**config.mk**
```make
export PLATFORM = sky130hd
export DESIGN_NAME = chip_access_arb
export DESIGN_NICKNAME = d
export VERILOG_FILES = /design/src/rtl/chip_access_arb.sv
export SDC_FILE = /design/constraint.sdc
export NUM_CORES = 1
export LEC_CHECK = 0
export CORE_MARGIN = 4
export CORE_UTILIZATION = 40
export DETAILED_ROUTE_END_ITERATION = 8
export PLACE_DENSITY = 0.83
export SYNTH_ARGS = -nofsm -noshare
export SYNTH_HDL_FRONTEND = slang
export SYNTH_SLANG_ARGS = --single-unit
```
**constraint.sdc**
```tcl
create_clock -name fclk -period 1.8 [get_ports fclk]
set_input_delay 0.36 -clock fclk [delete_from_list [all_inputs] [get_ports fclk]]
set_output_delay 0.36 -clock fclk [all_outputs]
set_load 0.005 [all_outputs]
```
**src/rtl/chip_access_arb.sv**
```systemverilog
// rtl/chip_access_arb.sv - W5300/SL811 chip bus sequencer and Z80/internal arbiter
// Every access runs SETUP, STROBE, HOLD, GAP; Z80 requests win arbitration.
module chip_access_arb #(
  parameter int STB_LEN = 3,
  parameter int GAP_LEN = 1
) (
  input  logic       fclk,
  input  logic       rst_n,
  input  logic       z_req,
  input  logic       z_rnw,
  input  logic [1:0] z_cs,
  input  logic [9:0] z_addr,
  input  logic [7:0] z_wdata,
  output logic [7:0] z_rdata,
  output logic       z_ovr,
  input  logic       i_req,
  input  logic       i_rnw,
  input  logic [1:0] i_cs,
  input  logic [9:0] i_addr,
  input  logic [7:0] i_wdata,
  output logic       i_ack,
  output logic [7:0] i_rdata,
  output logic       w5300_cs_n,
  output logic       sl811_cs_n,
  output logic       brd_n,
  output logic       bwr_n,
  output logic [9:0] bus_addr,
  output logic       bd_oe,
  output logic [7:0] bd_wdata,
  input  logic [7:0] bd_in
);

  typedef enum logic [2:0] {
    S_IDLE,
    S_SETUP,
    S_STROBE,
    S_HOLD,
    S_GAP
  } state_t;

  localparam logic [2:0] STB_M1 = 3'(STB_LEN - 1);
  localparam logic [2:0] GAP_M1 = 3'(GAP_LEN - 1);

  state_t     state;
  logic [2:0] cnt;
  logic       rnw_r;
  logic       owner_int;

  logic       z_pend;
  logic       zh_rnw;
  logic [1:0] zh_cs;
  logic [9:0] zh_addr;
  logic [7:0] zh_wdata;

  logic       arb_pt;
  logic       grant_z;
  logic       start;
  logic       g_rnw;
  logic [1:0] g_cs;
  logic [9:0] g_addr;
  logic [7:0] g_wdata;

  // A Z80 request not yet held is served straight from the input pins.
  always_comb begin
    arb_pt  = (state == S_IDLE) || ((state == S_GAP) && (cnt == 3'd0));
    grant_z = z_pend | z_req;
    start   = arb_pt && (grant_z || i_req);
    g_rnw   = i_rnw;
    g_cs    = i_cs;
    g_addr  = i_addr;
    g_wdata = i_wdata;
    if (z_pend) begin
      g_rnw   = zh_rnw;
      g_cs    = zh_cs;
      g_addr  = zh_addr;
      g_wdata = zh_wdata;
    end else if (z_req) begin
      g_rnw   = z_rnw;
      g_cs    = z_cs;
      g_addr  = z_addr;
      g_wdata = z_wdata;
    end
  end

  always_ff @(posedge fclk or negedge rst_n) begin
    if (!rst_n) begin
      state      <= S_IDLE;
      cnt        <= 3'd0;
      rnw_r      <= 1'b1;
      owner_int  <= 1'b0;
      z_pend     <= 1'b0;
      zh_rnw     <= 1'b1;
      zh_cs      <= 2'b00;
      zh_addr    <= 10'd0;
      zh_wdata   <= 8'd0;
      z_ovr      <= 1'b0;
      z_rdata    <= 8'd0;
      i_rdata    <= 8'd0;
      i_ack      <= 1'b0;
      w5300_cs_n <= 1'b1;
      sl811_cs_n <= 1'b1;
      brd_n      <= 1'b1;
      bwr_n      <= 1'b1;
      bd_oe      <= 1'b0;
      bus_addr   <= 10'd0;
      bd_wdata   <= 8'd0;
    end else begin
      i_ack <= 1'b0;

      if (z_req && z_pend)
        z_ovr <= 1'b1;

      if (arb_pt && grant_z) begin
        z_pend <= 1'b0;
      end else if (z_req && !z_pend) begin
        z_pend   <= 1'b1;
        zh_rnw   <= z_rnw;
        zh_cs    <= z_cs;
        zh_addr  <= z_addr;
        zh_wdata <= z_wdata;
      end

      if (start) begin
        state      <= S_SETUP;
        owner_int  <= ~grant_z;
        rnw_r      <= g_rnw;
        w5300_cs_n <= ~g_cs[0];
        sl811_cs_n <= ~g_cs[1];
        bus_addr   <= g_addr;
        bd_wdata   <= g_wdata;
        bd_oe      <= ~g_rnw;
        brd_n      <= 1'b1;
        bwr_n      <= 1'b1;
      end else begin
        case (state)
          S_IDLE: begin
          end
          S_SETUP: begin
            state <= S_STROBE;
            cnt   <= STB_M1;
            brd_n <= ~rnw_r;
            bwr_n <= rnw_r;
          end
          S_STROBE: begin
            if (cnt == 3'd0) begin
              state <= S_HOLD;
              brd_n <= 1'b1;
              bwr_n <= 1'b1;
              i_ack <= owner_int;
              if (rnw_r) begin
                if (owner_int)
                  i_rdata <= bd_in;
                else
                  z_rdata <= bd_in;
              end
            end else begin
              cnt <= cnt - 3'd1;
            end
          end
          S_HOLD: begin
            state      <= S_GAP;
            cnt        <= GAP_M1;
            w5300_cs_n <= 1'b1;
            sl811_cs_n <= 1'b1;
            bd_oe      <= 1'b0;
          end
          S_GAP: begin
            if (cnt != 3'd0)
              cnt <= cnt - 3'd1;
            else
              state <= S_IDLE;
          end
          default: state <= S_IDLE;
        endcase
      end
    end
  end

endmodule

```
==> metrics.md <==
| Metric | Value |
|---|---|
| Status | `finished, final reports clean` |
| Critical path type | `in2reg` |
| # rows | `33` |
| Minimum clock period | `between 1.5 and 2 ns` |
| Final Hold Viols | `0` |
| First-pass GRT wire length | `roughly 13 mm` |
| P_leak | `between 2 and 2.5 nW` |
| # IOs | `95` |
| CTS tree | `done` |
| Pin count of the biggest net entering global routing | `45` |
| DR iter-0 viols | `just under 100` |
| Clk_skew | `approximately 0.008 ns` |
| Cell Pwr Density | `approximately 1600 nW/um2` |
| Die width | `about 99 um` |
| Worst setup EP type | `register` |
| Register area share after synthesis | `between 50% and 60%` |
| CTS buffer count | `9` |
| Maximum clock insertion buffer count | `2` |
| Slew headroom | `between 70% and 80%` |
| Synth unique cells | `42` |
| Final GP Congestion | `between 0.8 and 0.9` |
| Slew Limit Fails | `0` |
| Yosys top cell area share | `48.67%` |
| Hpwl dp | `roughly 6 mm` |
| Layout cells sized above 1 | `a little under a quarter` |
| Die span in y | `~99 um` |
| Final Net Count | `between 400 and 500` |
| WP buf/inv | `3` |
| Setup violators final | `0` |
| Clk root buf | `clkbuf_8` |
| Worst-Margin Slew | `0.4097 ns` |
| Clk sinks | `71` |
| Synth Instances | `just under 300` |
| Vias | `2633` |
| Total Routing Usage GR | `~17%` |
| Fin area | `4796 um2` |
| Final core occ | `a little under 60%` |
| Diodes inserted | `0` |
| Fillers | `688` |
| Post-DR wirelength/cell | `around 16 um` |
| Worst-Skew Late Latency | `0.34 ns` |
| Initial antenna violation count | `0` |
| TritonRoute pass-1 iters | `4` |
| Worst IR drop on VDD | `about 0.70 mV` |
| Total negative setup slack | `0 ns` |
| Yosys warnings | `0` |
| Largest cells by area after synthesis | `dfrtp_1, mux2_2, mux2i_1` |
| Family with the most delay on the worst path | `buffers and inverters` |
| Cell taking the most area after synthesis | `dfrtp_1` |
| RSZ-0062 raised after global routing | `yes` |
| Mean area per synthesized cell | `between 10 and 15 um2` |
| Crit Path Max Fanout | `11` |
| Initial core utilization | `about two fifths` |
| Core Area | `8175 um2` |
| CP peak stage delay | `0.44 ns` |
| Crit-path cells | `clkdlybuf4s50_1, buf_4, buf_4, nor2b_1, a221oi_1, o31ai_2` |
| Worst-path cell with the longest stage delay | `clkdlybuf4s50_1` |
| Ys async rst share | `between 90% and 100%` |
| Worst hold path class | `reg2reg` |
| GRT overflow | `0` |
| Post-Syn Area | `about 3300 um2` |
| # port buffers | `94` |
| Area Growth Syn to Fin | `43.50%` |
| Final wirelength | `8.082 mm` |
| Placed Area | `roughly 4500 um2` |
| Clock transition at the registers of the reported paths | `around 0.070 ns` |
| Fmax | `between 0.5 and 0.6 GHz` |
| Worst Path Required | `just over 2 ns` |
| CP arrival | `around 2.0 ns` |
| Vias in the first global route | `around 2800` |
| FF+latch count, synth | `71` |
| Vias per cell | `just over 5` |
| Syn_nets | `350` |
| Top FF cell, synth | `dfrtp_1` |
| Htree depth | `3` |
| # DRC | `0` |
| Max-cap viol count | `0` |
| Synth top cells by count | `dfrtp_1, mux2_2, nand2_1` |
| Die area | `~9900 um2` |
| Top-count cell post-synth | `dfrtp_1` |
| CP Launch Type | `primary input` |
| Period utilization | `just under 100%` |
| Post-synth EDFFs | `0` |
| Antenna viol nets, final | `0` |
| CP most frequent cell | `buf_4` |
[cells in the final DEF (no fill, tap or decap), drive strengths merged, types with 2 or more instances in the layout]
cell,n
o31ai,5
o32ai,2
nand2,27
buf,27
nand2b,3
mux2,38
o2bb2ai,2
clkdlybuf4s50,93
clkbuf,12
o21ai,23
a21oi,21
a221oi,4
ha,2
inv,7
nor4,2
a211oi,2
nor3,2
mux2i,19
dfrtp,65
nor2,22
nor3b,3
nor2b,7
dfstp,6
[sequential cells by signal (all words and copies together), names as in the netlist]
register / cells
rnw_r: 1
bwr_n: 1
i_ack: 1
bd_oe: 1
zh_wdata: 8
bd_wdata: 8
zh_addr: 10
sl811_cs_n: 1
owner_int: 1
i_rdata: 8
zh_cs: 2
brd_n: 1
w5300_cs_n: 1
z_ovr: 1
z_pend: 1
bus_addr: 10
z_rdata: 8
cnt: 3
zh_rnw: 1
state: 3
[where the power goes]
part / switching, mW / total, mW / internal (mW) / leakage [nW]
clock network: 0.581 / 1.34 / 0.756 / 0.109
registers: 0.489 / 2.88 / 2.40 / 0.855
logic: 1.52 / 3.58 / 2.06 / 1.10
[metrics by stage]
| step | cells | setup WS [ns] | power [mW] | hold slack [ns] |
|---|---|---|---|---|
| 6_report | 515 | 0.05170 | 7.802 | 0.4605 |
| 3_3_place_gp | 498 | -0.2458 | 6.229 | 0.3160 |
| 3_5_place_dp | 498 | -0.2948 | 6.398 | 0.3189 |
| 5_1_grt | 515 | 0.001416 | 8.385 | 0.4901 |
| 4_1_cts | 514 | 0.01355 | 7.784 | 0.4656 |
| 2_1_floorplan | 294 | 0.01182 | 4.753 | 0.06441 |
[cells by family (layout without fill, tap and decap cells)]
logic type | count (synthesis) | after routing | synth area share (%)
AND/OR/NAND/NOR | 72 | 72 | 10.89
buffers and inverters | 27 | 143 | 4.230
adder cells (fa/ha/maj) | 2 | 2 | 0.7487
flip-flops | 71 | 71 | 53.39
multiplexers | 57 | 57 | 18.49
AO/OA/AOI/OAI | 64 | 64 | 11.98
XOR/XNOR | 1 | 1 | 0.2621
[timing repair]
| action | 4_1_cts | 5_1_grt |
|---|---|---|
| cloned | 0 | 0 |
| endpoints found under the setup margin | 22 | 29 |
| gates resized for setup | 5 | 7 |
| hold buffers | 1 | 0 |
| buffers inserted | 0 | 1 |
| pin swaps | 2 | 2 |
| hold endpoints to repair | 23 | 0 |
[final timing paths]
| check | slack [ns] | start | to | cells past startpoint |
|---|---|---|---|---|
| max | 0.05 | z_req | bd_wdata[3] | 6 |
| min | 0.46 | z_ovr | z_ovr | 1 |
| max reg2reg | 0.06 | cnt[1] | zh_addr[4] | 7 |
| min reg2reg | 0.46 | z_ovr | z_ovr | 1 |
| max in group asynchronous | 0.72 | rst_n | i_rdata[3] | 3 |
| min in group asynchronous | 0.49 | rst_n | bd_wdata[0] | 2 |
[routing by layer]
| metal | track usage, % | up-vias | wire (um) |
|---|---|---|---|
| met5 | 0 | - | 0 |
| met4 | 3.676 | 0 | 73 |
| met3 | 5.400 | 9 | 508 |
| met2 | 29.03 | 85 | 4061 |
| met1 | 21.05 | 1275 | 3438 |
| li1 | - | 1264 | - |
[area by class of cell]
cell class	instances	area [um2]	area share (%)
sequential	71	1784	37.20
multi-input combinational	196	1454	30.32
timing repair buffer	121	1187	24.76
clock buffer	12	165.2	3.444
tap	105	131.4	2.739
clock inverter	4	51.30	1.070
inverter	6	22.52	0.4696
(Power assumes the default switching activity.)
